File: src/rtl/mem_port_arbiter_if.sv
// Bus bundle between the MEM stage / camera writer and the shared data-memory port.
// The slave modport is the arbiter's view; master is the surrounding system.
interface mem_port_arbiter_if #(
    parameter int unsigned DATA_W     = 32,
    parameter int unsigned FIFO_DEPTH = 4
);
    localparam int unsigned CntW = $clog2(FIFO_DEPTH) + 1;

    logic              cpu_req;
    logic              cpu_we;
    logic [DATA_W-1:0] cpu_addr;
    logic [DATA_W-1:0] cpu_wdata;
    logic [DATA_W-1:0] cpu_rdata;
    logic              cpu_stall;
    logic              cam_valid;
    logic [DATA_W-1:0] cam_addr;
    logic [DATA_W-1:0] cam_data;
    logic              cam_ready;
    logic [DATA_W-1:0] mem_addr;
    logic [DATA_W-1:0] mem_wdata;
    logic              mem_we;
    logic [DATA_W-1:0] mem_rdata;
    logic              grant_cam;
    logic [CntW-1:0]   fifo_count;

    modport slave (
        input  cpu_req, cpu_we, cpu_addr, cpu_wdata, cam_valid, cam_addr, cam_data, mem_rdata,
        output cpu_rdata, cpu_stall, cam_ready, mem_addr, mem_wdata, mem_we, grant_cam,
        fifo_count
    );

    modport master (
        output cpu_req, cpu_we, cpu_addr, cpu_wdata, cam_valid, cam_addr, cam_data, mem_rdata,
        input  cpu_rdata, cpu_stall, cam_ready, mem_addr, mem_wdata, mem_we, grant_cam,
        fifo_count
    );
endinterface

File: src/rtl/mem_port_arbiter.sv
// Single-port data memory arbiter: CPU MEM stage has priority, camera pixel writes are
// buffered in a FIFO and drained in idle cycles, on starvation, or in high-watermark drain.
module mem_port_arbiter #(
    parameter int unsigned FIFO_DEPTH   = 4,
    parameter int unsigned STARVE_LIMIT = 8,
    parameter int unsigned DATA_W       = 32
) (
    input  logic                  clock,
    input  logic                  reset,
    mem_port_arbiter_if.slave     bus
);
    localparam int unsigned CntW = $clog2(FIFO_DEPTH) + 1;
    localparam int unsigned PtrW = $clog2(FIFO_DEPTH);
    localparam int unsigned StvW = $clog2(STARVE_LIMIT + 1);
    localparam logic [CntW-1:0] Full      = CntW'(FIFO_DEPTH);
    localparam logic [CntW-1:0] Half      = CntW'(FIFO_DEPTH / 2);
    localparam logic [StvW-1:0] StarveMax = StvW'(STARVE_LIMIT);

    typedef enum logic [0:0] {StNormal, StDrain} state_e;

    state_e            state_q, state_d;
    logic [CntW-1:0]   count_q, count_d;
    logic [PtrW-1:0]   wr_ptr_q, wr_ptr_d;
    logic [PtrW-1:0]   rd_ptr_q, rd_ptr_d;
    logic [StvW-1:0]   starve_q, starve_d;
    logic [DATA_W-1:0] addr_mem_q [FIFO_DEPTH];
    logic [DATA_W-1:0] data_mem_q [FIFO_DEPTH];

    logic cam_ready;
    logic grant_cam;
    logic push;
    logic pop;

    always_comb begin
        // Ready looks only at the registered count, so a same-cycle pop never frees a slot.
        cam_ready = reset & (count_q < Full);
        grant_cam = (count_q != '0) &
                    ((state_q == StDrain) | ~bus.cpu_req | (starve_q == StarveMax));
        push      = bus.cam_valid & cam_ready;
        pop       = grant_cam;

        count_d = count_q;
        unique case ({push, pop})
            2'b10:   count_d = count_q + CntW'(1);
            2'b01:   count_d = count_q - CntW'(1);
            default: count_d = count_q;
        endcase

        wr_ptr_d = push ? wr_ptr_q + PtrW'(1) : wr_ptr_q;
        rd_ptr_d = pop  ? rd_ptr_q + PtrW'(1) : rd_ptr_q;

        starve_d = starve_q;
        if ((count_q == '0) || grant_cam) begin
            starve_d = '0;
        end else if (starve_q != StarveMax) begin
            starve_d = starve_q + StvW'(1);
        end

        state_d = state_q;
        unique case (state_q)
            StNormal: if (count_d == Full) state_d = StDrain;
            StDrain:  if (count_d <= Half) state_d = StNormal;
            default:  state_d = StNormal;
        endcase
    end

    always_ff @(posedge clock or negedge reset) begin
        if (!reset) begin
            state_q  <= StNormal;
            count_q  <= '0;
            wr_ptr_q <= '0;
            rd_ptr_q <= '0;
            starve_q <= '0;
        end else begin
            state_q  <= state_d;
            count_q  <= count_d;
            wr_ptr_q <= wr_ptr_d;
            rd_ptr_q <= rd_ptr_d;
            starve_q <= starve_d;
        end
    end

    // Payload storage needs no reset: occupancy alone decides what is valid.
    always_ff @(posedge clock) begin
        if (push) begin
            addr_mem_q[wr_ptr_q] <= bus.cam_addr;
            data_mem_q[wr_ptr_q] <= bus.cam_data;
        end
    end

    assign bus.cam_ready  = cam_ready;
    assign bus.grant_cam  = grant_cam;
    assign bus.cpu_stall  = bus.cpu_req & grant_cam;
    assign bus.fifo_count = count_q;
    assign bus.cpu_rdata  = bus.mem_rdata;
    assign bus.mem_we     = reset & (grant_cam | (bus.cpu_req & bus.cpu_we));
    assign bus.mem_addr   = !reset   ? '0 :
                            grant_cam ? addr_mem_q[rd_ptr_q] : bus.cpu_addr;
    assign bus.mem_wdata  = !reset   ? '0 :
                            grant_cam ? data_mem_q[rd_ptr_q] : bus.cpu_wdata;
endmodule

File: src/flat_wrapper.sv
// flat-port wrapper written by rule: the top's interface ports become plain ports
module mem_port_arbiter_flat 
#(
    parameter int unsigned FIFO_DEPTH   = 4,
    parameter int unsigned STARVE_LIMIT = 8,
    parameter int unsigned DATA_W       = 32
)
  (clock, reset, bus_cpu_req, bus_cpu_we, bus_cpu_addr, bus_cpu_wdata, bus_cam_valid, bus_cam_addr, bus_cam_data, bus_mem_rdata, bus_cpu_rdata, bus_cpu_stall, bus_cam_ready, bus_mem_addr, bus_mem_wdata, bus_mem_we, bus_grant_cam, bus_fifo_count);
  mem_port_arbiter_if #(.DATA_W(DATA_W), .FIFO_DEPTH(FIFO_DEPTH)) bus_i ();
  input  logic clock;
  input  logic reset;
  input wire logic [$bits(bus_i.cpu_req)-1:0] bus_cpu_req;
  input wire logic [$bits(bus_i.cpu_we)-1:0] bus_cpu_we;
  input wire logic [$bits(bus_i.cpu_addr)-1:0] bus_cpu_addr;
  input wire logic [$bits(bus_i.cpu_wdata)-1:0] bus_cpu_wdata;
  input wire logic [$bits(bus_i.cam_valid)-1:0] bus_cam_valid;
  input wire logic [$bits(bus_i.cam_addr)-1:0] bus_cam_addr;
  input wire logic [$bits(bus_i.cam_data)-1:0] bus_cam_data;
  input wire logic [$bits(bus_i.mem_rdata)-1:0] bus_mem_rdata;
  output wire logic [$bits(bus_i.cpu_rdata)-1:0] bus_cpu_rdata;
  output wire logic [$bits(bus_i.cpu_stall)-1:0] bus_cpu_stall;
  output wire logic [$bits(bus_i.cam_ready)-1:0] bus_cam_ready;
  output wire logic [$bits(bus_i.mem_addr)-1:0] bus_mem_addr;
  output wire logic [$bits(bus_i.mem_wdata)-1:0] bus_mem_wdata;
  output wire logic [$bits(bus_i.mem_we)-1:0] bus_mem_we;
  output wire logic [$bits(bus_i.grant_cam)-1:0] bus_grant_cam;
  output wire logic [$bits(bus_i.fifo_count)-1:0] bus_fifo_count;
  assign bus_i.cpu_req = bus_cpu_req;
  assign bus_i.cpu_we = bus_cpu_we;
  assign bus_i.cpu_addr = bus_cpu_addr;
  assign bus_i.cpu_wdata = bus_cpu_wdata;
  assign bus_i.cam_valid = bus_cam_valid;
  assign bus_i.cam_addr = bus_cam_addr;
  assign bus_i.cam_data = bus_cam_data;
  assign bus_i.mem_rdata = bus_mem_rdata;
  assign bus_cpu_rdata = bus_i.cpu_rdata;
  assign bus_cpu_stall = bus_i.cpu_stall;
  assign bus_cam_ready = bus_i.cam_ready;
  assign bus_mem_addr = bus_i.mem_addr;
  assign bus_mem_wdata = bus_i.mem_wdata;
  assign bus_mem_we = bus_i.mem_we;
  assign bus_grant_cam = bus_i.grant_cam;
  assign bus_fifo_count = bus_i.fifo_count;
  mem_port_arbiter #(.FIFO_DEPTH(FIFO_DEPTH), .STARVE_LIMIT(STARVE_LIMIT), .DATA_W(DATA_W)) u_core (.clock(clock), .reset(reset), .bus(bus_i));
endmodule
File: config.mk
export PLATFORM = sky130hd
export DESIGN_NAME = mem_port_arbiter_flat
export DESIGN_NICKNAME = d
export VERILOG_FILES = /design/src/rtl/mem_port_arbiter_if.sv /design/src/rtl/mem_port_arbiter.sv /design/src/flat_wrapper.sv
export SDC_FILE = /design/constraint.sdc
export NUM_CORES = 1
export LEC_CHECK = 0
export BUFFER_PORTS_ARGS = -buffer_cell sky130_fd_sc_hd__buf_2
export CAP_MARGIN = 20
export CORE_MARGIN = 10
export CORE_UTILIZATION = 35
export DETAILED_ROUTE_END_ITERATION = 10
export MAX_ROUTING_LAYER = met4
export PLACE_DENSITY_LB_ADDON = 0.1
export SKIP_LAST_GASP = 1
export SYNTH_ARGS = -nofsm -noshare
export SYNTH_HDL_FRONTEND = slang
export SYNTH_SLANG_ARGS = --single-unit
File: constraint.sdc
create_clock -name clock -period 4.7 [get_ports clock]
set_input_delay 1.175 -clock clock [delete_from_list [all_inputs] [get_ports clock]]
set_output_delay 1.175 -clock clock [all_outputs]
set_load 0.005 [all_outputs]
==> impl_table.tex <==
\begin{tabular}{lr}
\hline
Metric & Value \\
\hline
\multicolumn{2}{l}{\textbf{Die}} \\
\quad Core outline area & about 34000 µm² \\
\quad Die Height & 205 µm \\
\quad Die span in x & a little over 200 µm \\
\quad Number of I/O pins & roughly 270 \\
\quad Placement row count & between 60 and 70 \\
\quad Initial Utilization & 35.6\% \\
\quad Die area & 42100 µm² \\
\multicolumn{2}{l}{\textbf{Setup path}} \\
\quad Worst setup EP type & output pin \\
\quad WP buf/inv & 2 \\
\quad Required @ worst endpoint & 3.52 ns \\
\quad Worst path top cell family by delay & compound AO/OA/AOI/OAI gates \\
\quad Crit path largest cell delay & 0.71 ns \\
\quad Worst setup SP type & register \\
\quad CP max stage cell & a21oi\_1 \\
\quad Setup Crit Path Kind & register to output pin \\
\quad Data arrival time of the critical path & roughly 2.8 ns \\
\quad Cell chain of the critical path & inv\_1 -> ha\_1 -> nand3b\_1 -> a21oi\_1 -> o21a\_1 -> buf\_2 \\
\quad Highest fanout seen on the critical path & 16 \\
\multicolumn{2}{l}{\textbf{Run status}} \\
\quad Result of the run & complete, no violations \\
\multicolumn{2}{l}{\textbf{Detailed routing}} \\
\quad Post-route antenna net violation count & 0 \\
\quad Count of unresolved DRC violations after routing & 0 \\
\quad Routed Wire Length & $\sim$31000 µm \\
\quad Average detailed-routed wire length per instance & 22.6 µm \\
\quad Violation count after the first detailed-route iteration & about 440 \\
\quad Initial DRT Pass Iterations & 5 \\
\quad DR vias/cell & approximately 5.3 \\
\quad Vias post-DR & 7362 \\
\multicolumn{2}{l}{\textbf{STA}} \\
\quad Top achievable clock speed & approximately 250 MHz \\
\quad Final clock period utilization by the worst path & 84.4\% \\
\quad Final max-slew violation count & 0 \\
\quad Worst-margin pin slew & around 0.83 ns \\
\quad Worst rel slew slack & between 40\% and 50\% \\
\quad Final Skew & 0.00627 ns \\
\quad Hold Vio Cnt, Final & 0 \\
\quad Hold slack & approximately 0.51 ns \\
\quad Minimum clock period after layout & roughly 4.0 ns \\
\quad Final setup TNS & 0 ns \\
\quad Unrepaired setup endpoints after global routing & false \\
\quad Total setup violations reported at the end of the flow & 0 \\
\multicolumn{2}{l}{\textbf{Global routing}} \\
\quad First-pass GRT wire length & 47200 µm \\
\quad Maximum number of pins on one net before global-route repair & 142 \\
\quad Overall fraction of global-route tracks in use & between 10\% and 20\% \\
\quad Sum of overflow across all layers after global routing & 0 \\
\quad Number of global-route vias before repair & approximately 7700 \\
\quad Number of antenna violations at the first check in global routing & 9 \\
\multicolumn{2}{l}{\textbf{Pwr}} \\
\quad Internal power & between 5 and 6 mW \\
\quad Relative contribution of combinational cells to total power & a little under a third \\
\quad Power density over the cells & 526 nW/µm² \\
\quad Share of power burned in the clock network & just under 30\% \\
\quad Net switching share of the total power & $\sim$30\% \\
\quad Peak supply drop & 327 µV \\
\quad Net switching component of the power & between 2 and 2.5 mW \\
\quad Static leakage & between 4 and 5 nW \\
\quad Flop pwr share & about two fifths \\
\multicolumn{2}{l}{\textbf{Yosys}} \\
\quad Multiplexer share of the synthesized area & 12.2\% \\
\quad Dominant synthesized flop cell & edfxtp\_1 \\
\quad Library cell with the largest summed area after synthesis & edfxtp\_1 \\
\quad Flop and latch count out of synthesis & roughly 270 \\
\quad Register area share after synthesis & $\sim$67\% \\
\quad Combinational family with the most area after synthesis & multiplexers \\
\quad Average cell area after synthesis & approximately 16 µm² \\
\quad Post-synthesis instance total & about 750 \\
\quad Top-area cell type share of the netlist area & between 60 and 70\% \\
\quad Cell area after synthesis & between 10000 and 15000 µm² \\
\quad Count of distinct cell types in the synthesized netlist & 37 \\
\quad Top area cells in the synthesized netlist & edfxtp\_1, mux4\_2, nand3\_1 \\
\quad Number of synthesis warnings & 0 \\
\quad Share of the synthesized netlist area taken by xor and xnor gates & less than 1\% \\
\quad Fraction of the mapped netlist area in compound gates & about 4.5\% \\
\quad Count of flip-flops with a built-in enable after synthesis & roughly 260 \\
\quad Async set or reset register ratio after synthesis & $\sim$4.5\% \\
\quad Post-synthesis adder-cell area fraction & less than 1\% \\
\quad Syn Nets & about 900 \\
\quad Post-Synth Simple-Gate Area & 10.2\% \\
\multicolumn{2}{l}{\textbf{Clocking}} \\
\quad Clock transition time at the flip-flop clock pins of the worst setup and hold paths & roughly 0.05 ns \\
\quad Cell at the root of the clock tree & clkbuf\_16 \\
\quad Worst-skew pair later-pin latency & 0.54 ns \\
\quad Number of buffers inserted by post-CTS setup repair & 0 \\
\quad Number of gates resized after CTS & 0 \\
\quad Number of buffers added by the clock tree synthesis step & 30 \\
\quad Number of hold-repair buffers added at the cts stage & 0 \\
\quad \# H-tree levels & 1 \\
\quad Number of clock sinks & roughly 270 \\
\quad Clock tree from TritonCTS & yes \\
\quad Number of buffers on the longest clock path & 3 \\
\multicolumn{2}{l}{\textbf{Job}} \\
\quad Max capacitance violation total & 0 \\
\multicolumn{2}{l}{\textbf{Worst hold path}} \\
\quad Class of the tightest hold or removal check & register to register \\
\multicolumn{2}{l}{\textbf{Finish}} \\
\quad Share of layout cells above drive strength 1 & between 30\% and 40\% \\
\quad Sequential cell area in the final layout & 7990 µm² \\
\quad Leading cell type in the layout, fill and taps excluded & edfxtp\_1 \\
\quad Commonest non-fill, non-tap cells in the layout & edfxtp\_1, buf\_2, nand3\_1 \\
\quad Layout area overhead & 19.0\% \\
\quad Net count reported at finish & 1075 \\
\quad Area of combinational cells with multiple inputs & 3430 µm² \\
\quad Fill cell count & around 3100 \\
\multicolumn{2}{l}{\textbf{Placement}} \\
\quad GPL Wtd Cong & about 0.7 \\
\quad DP Wirelength & around 20000 µm \\
\quad Count of buffers from port buffering & approximately 200 \\
\hline
\end{tabular}
## path summary, 6_finish.rpt
path | start | to | slack (ns) | depth (start not counted)
setup / recovery | u_core.starve_q[0]$_DFFE_PN0P_ | bus_mem_we | 0.73 | 6
hold / removal | u_core.starve_q[0]$_DFFE_PN0P_ | u_core.starve_q[0]$_DFFE_PN0P_ | 0.51 | 1
setup reg to reg | u_core.starve_q[0]$_DFFE_PN0P_ | u_core.state_q$_DFF_PN0_ | 1.25 | 9
hold reg to reg | u_core.starve_q[0]$_DFFE_PN0P_ | u_core.starve_q[0]$_DFFE_PN0P_ | 0.51 | 1
max in group asynchronous | reset | u_core.rd_ptr_q[0]$_DFFE_PN0N_ | 3.52 | 2
min in group asynchronous | reset | u_core.bus.fifo_count[2]$_DFF_PN0_ | 0.72 | 2
## cells in the mapped netlist (4+ instances only)
| cell | count |
|---|---|
| buf_2 | 25 |
| nand3_1 | 129 |
| clkbuf_1 | 34 |
| dfrtp_1 | 12 |
| ha_1 | 7 |
| buf_1 | 6 |
| o211ai_1 | 65 |
| nand4_1 | 64 |
| mux4_2 | 64 |
| buf_4 | 33 |
| edfxtp_1 | 256 |
| inv_1 | 7 |
| buf_6 | 6 |
| and3_1 | 4 |
| xnor2_1 | 5 |
## kinds of logic (layout without fill, tap and decap cells)
logic type / Yosys count / count (layout)
muxes: 66 / 66
xor gates and xnor gates: 8 / 8
buffers and inverters: 112 / 286
adders and majority gates: 8 / 8
AOI/OAI and AO/OA: 72 / 72
DFF: 268 / 268
other: 0 / 9
and+or+nand+nor: 218 / 218
## power groups by stage
stage / Clock [mW] / Sequential [mW] / Combinational [mW]
finish: 2.24 / 2.99 / 2.28
global route: 2.39 / 3.02 / 2.51
CTS: 2.31 / 3.00 / 2.36
detailed placement: 0 / 3.05 / 2.35
global placement: 0 / 3.05 / 2.36
floorplan: 0 / 2.95 / 1.64
## area by class of cell
cell class / instances / area share, %
antenna: 9 / 0.158
sequential: 268 / 56.0
tap: 448 / 3.92
clock buffer: 42 / 5.86
clock inverter: 14 / 0.841
timing repair buffer: 223 / 9.06
multi-input combinational: 372 / 24.0
inverter: 7 / 0.184
## flip-flops by register name (all words and copies together), names as in the netlist
signal / count
u_core.wr_ptr_q: 2
u_core.state_q: 1
u_core.addr_mem_q: 128
u_core.rd_ptr_q: 2
u_core.starve_q: 4
u_core.data_mem_q: 128
u_core.bus.fifo_count: 3
## per-layer routing
layer,GRT usage [%],wire (µm),vias up
met5,-,0,-
met4,3.70,486,0
met3,3.26,1930,50
met2,24.2,15400,216
met1,18.7,13500,3721
li1,-,-,3375
## stage by stage
step	cells	utilization [%]	worst slack [ns]	area, µm²	power (mW)
detailed placement	1318	39.5	1.14	13300	5.40
global placement	1318	39.5	1.14	13300	5.40
finish	1383	42.4	0.734	14300	7.52
global route	1383	42.4	0.523	14300	7.92
CTS	1374	42.3	0.626	14300	7.66
floorplan	752	-	1.24	12000	4.59
Note: power is estimated with default switching activity, not from simulation.
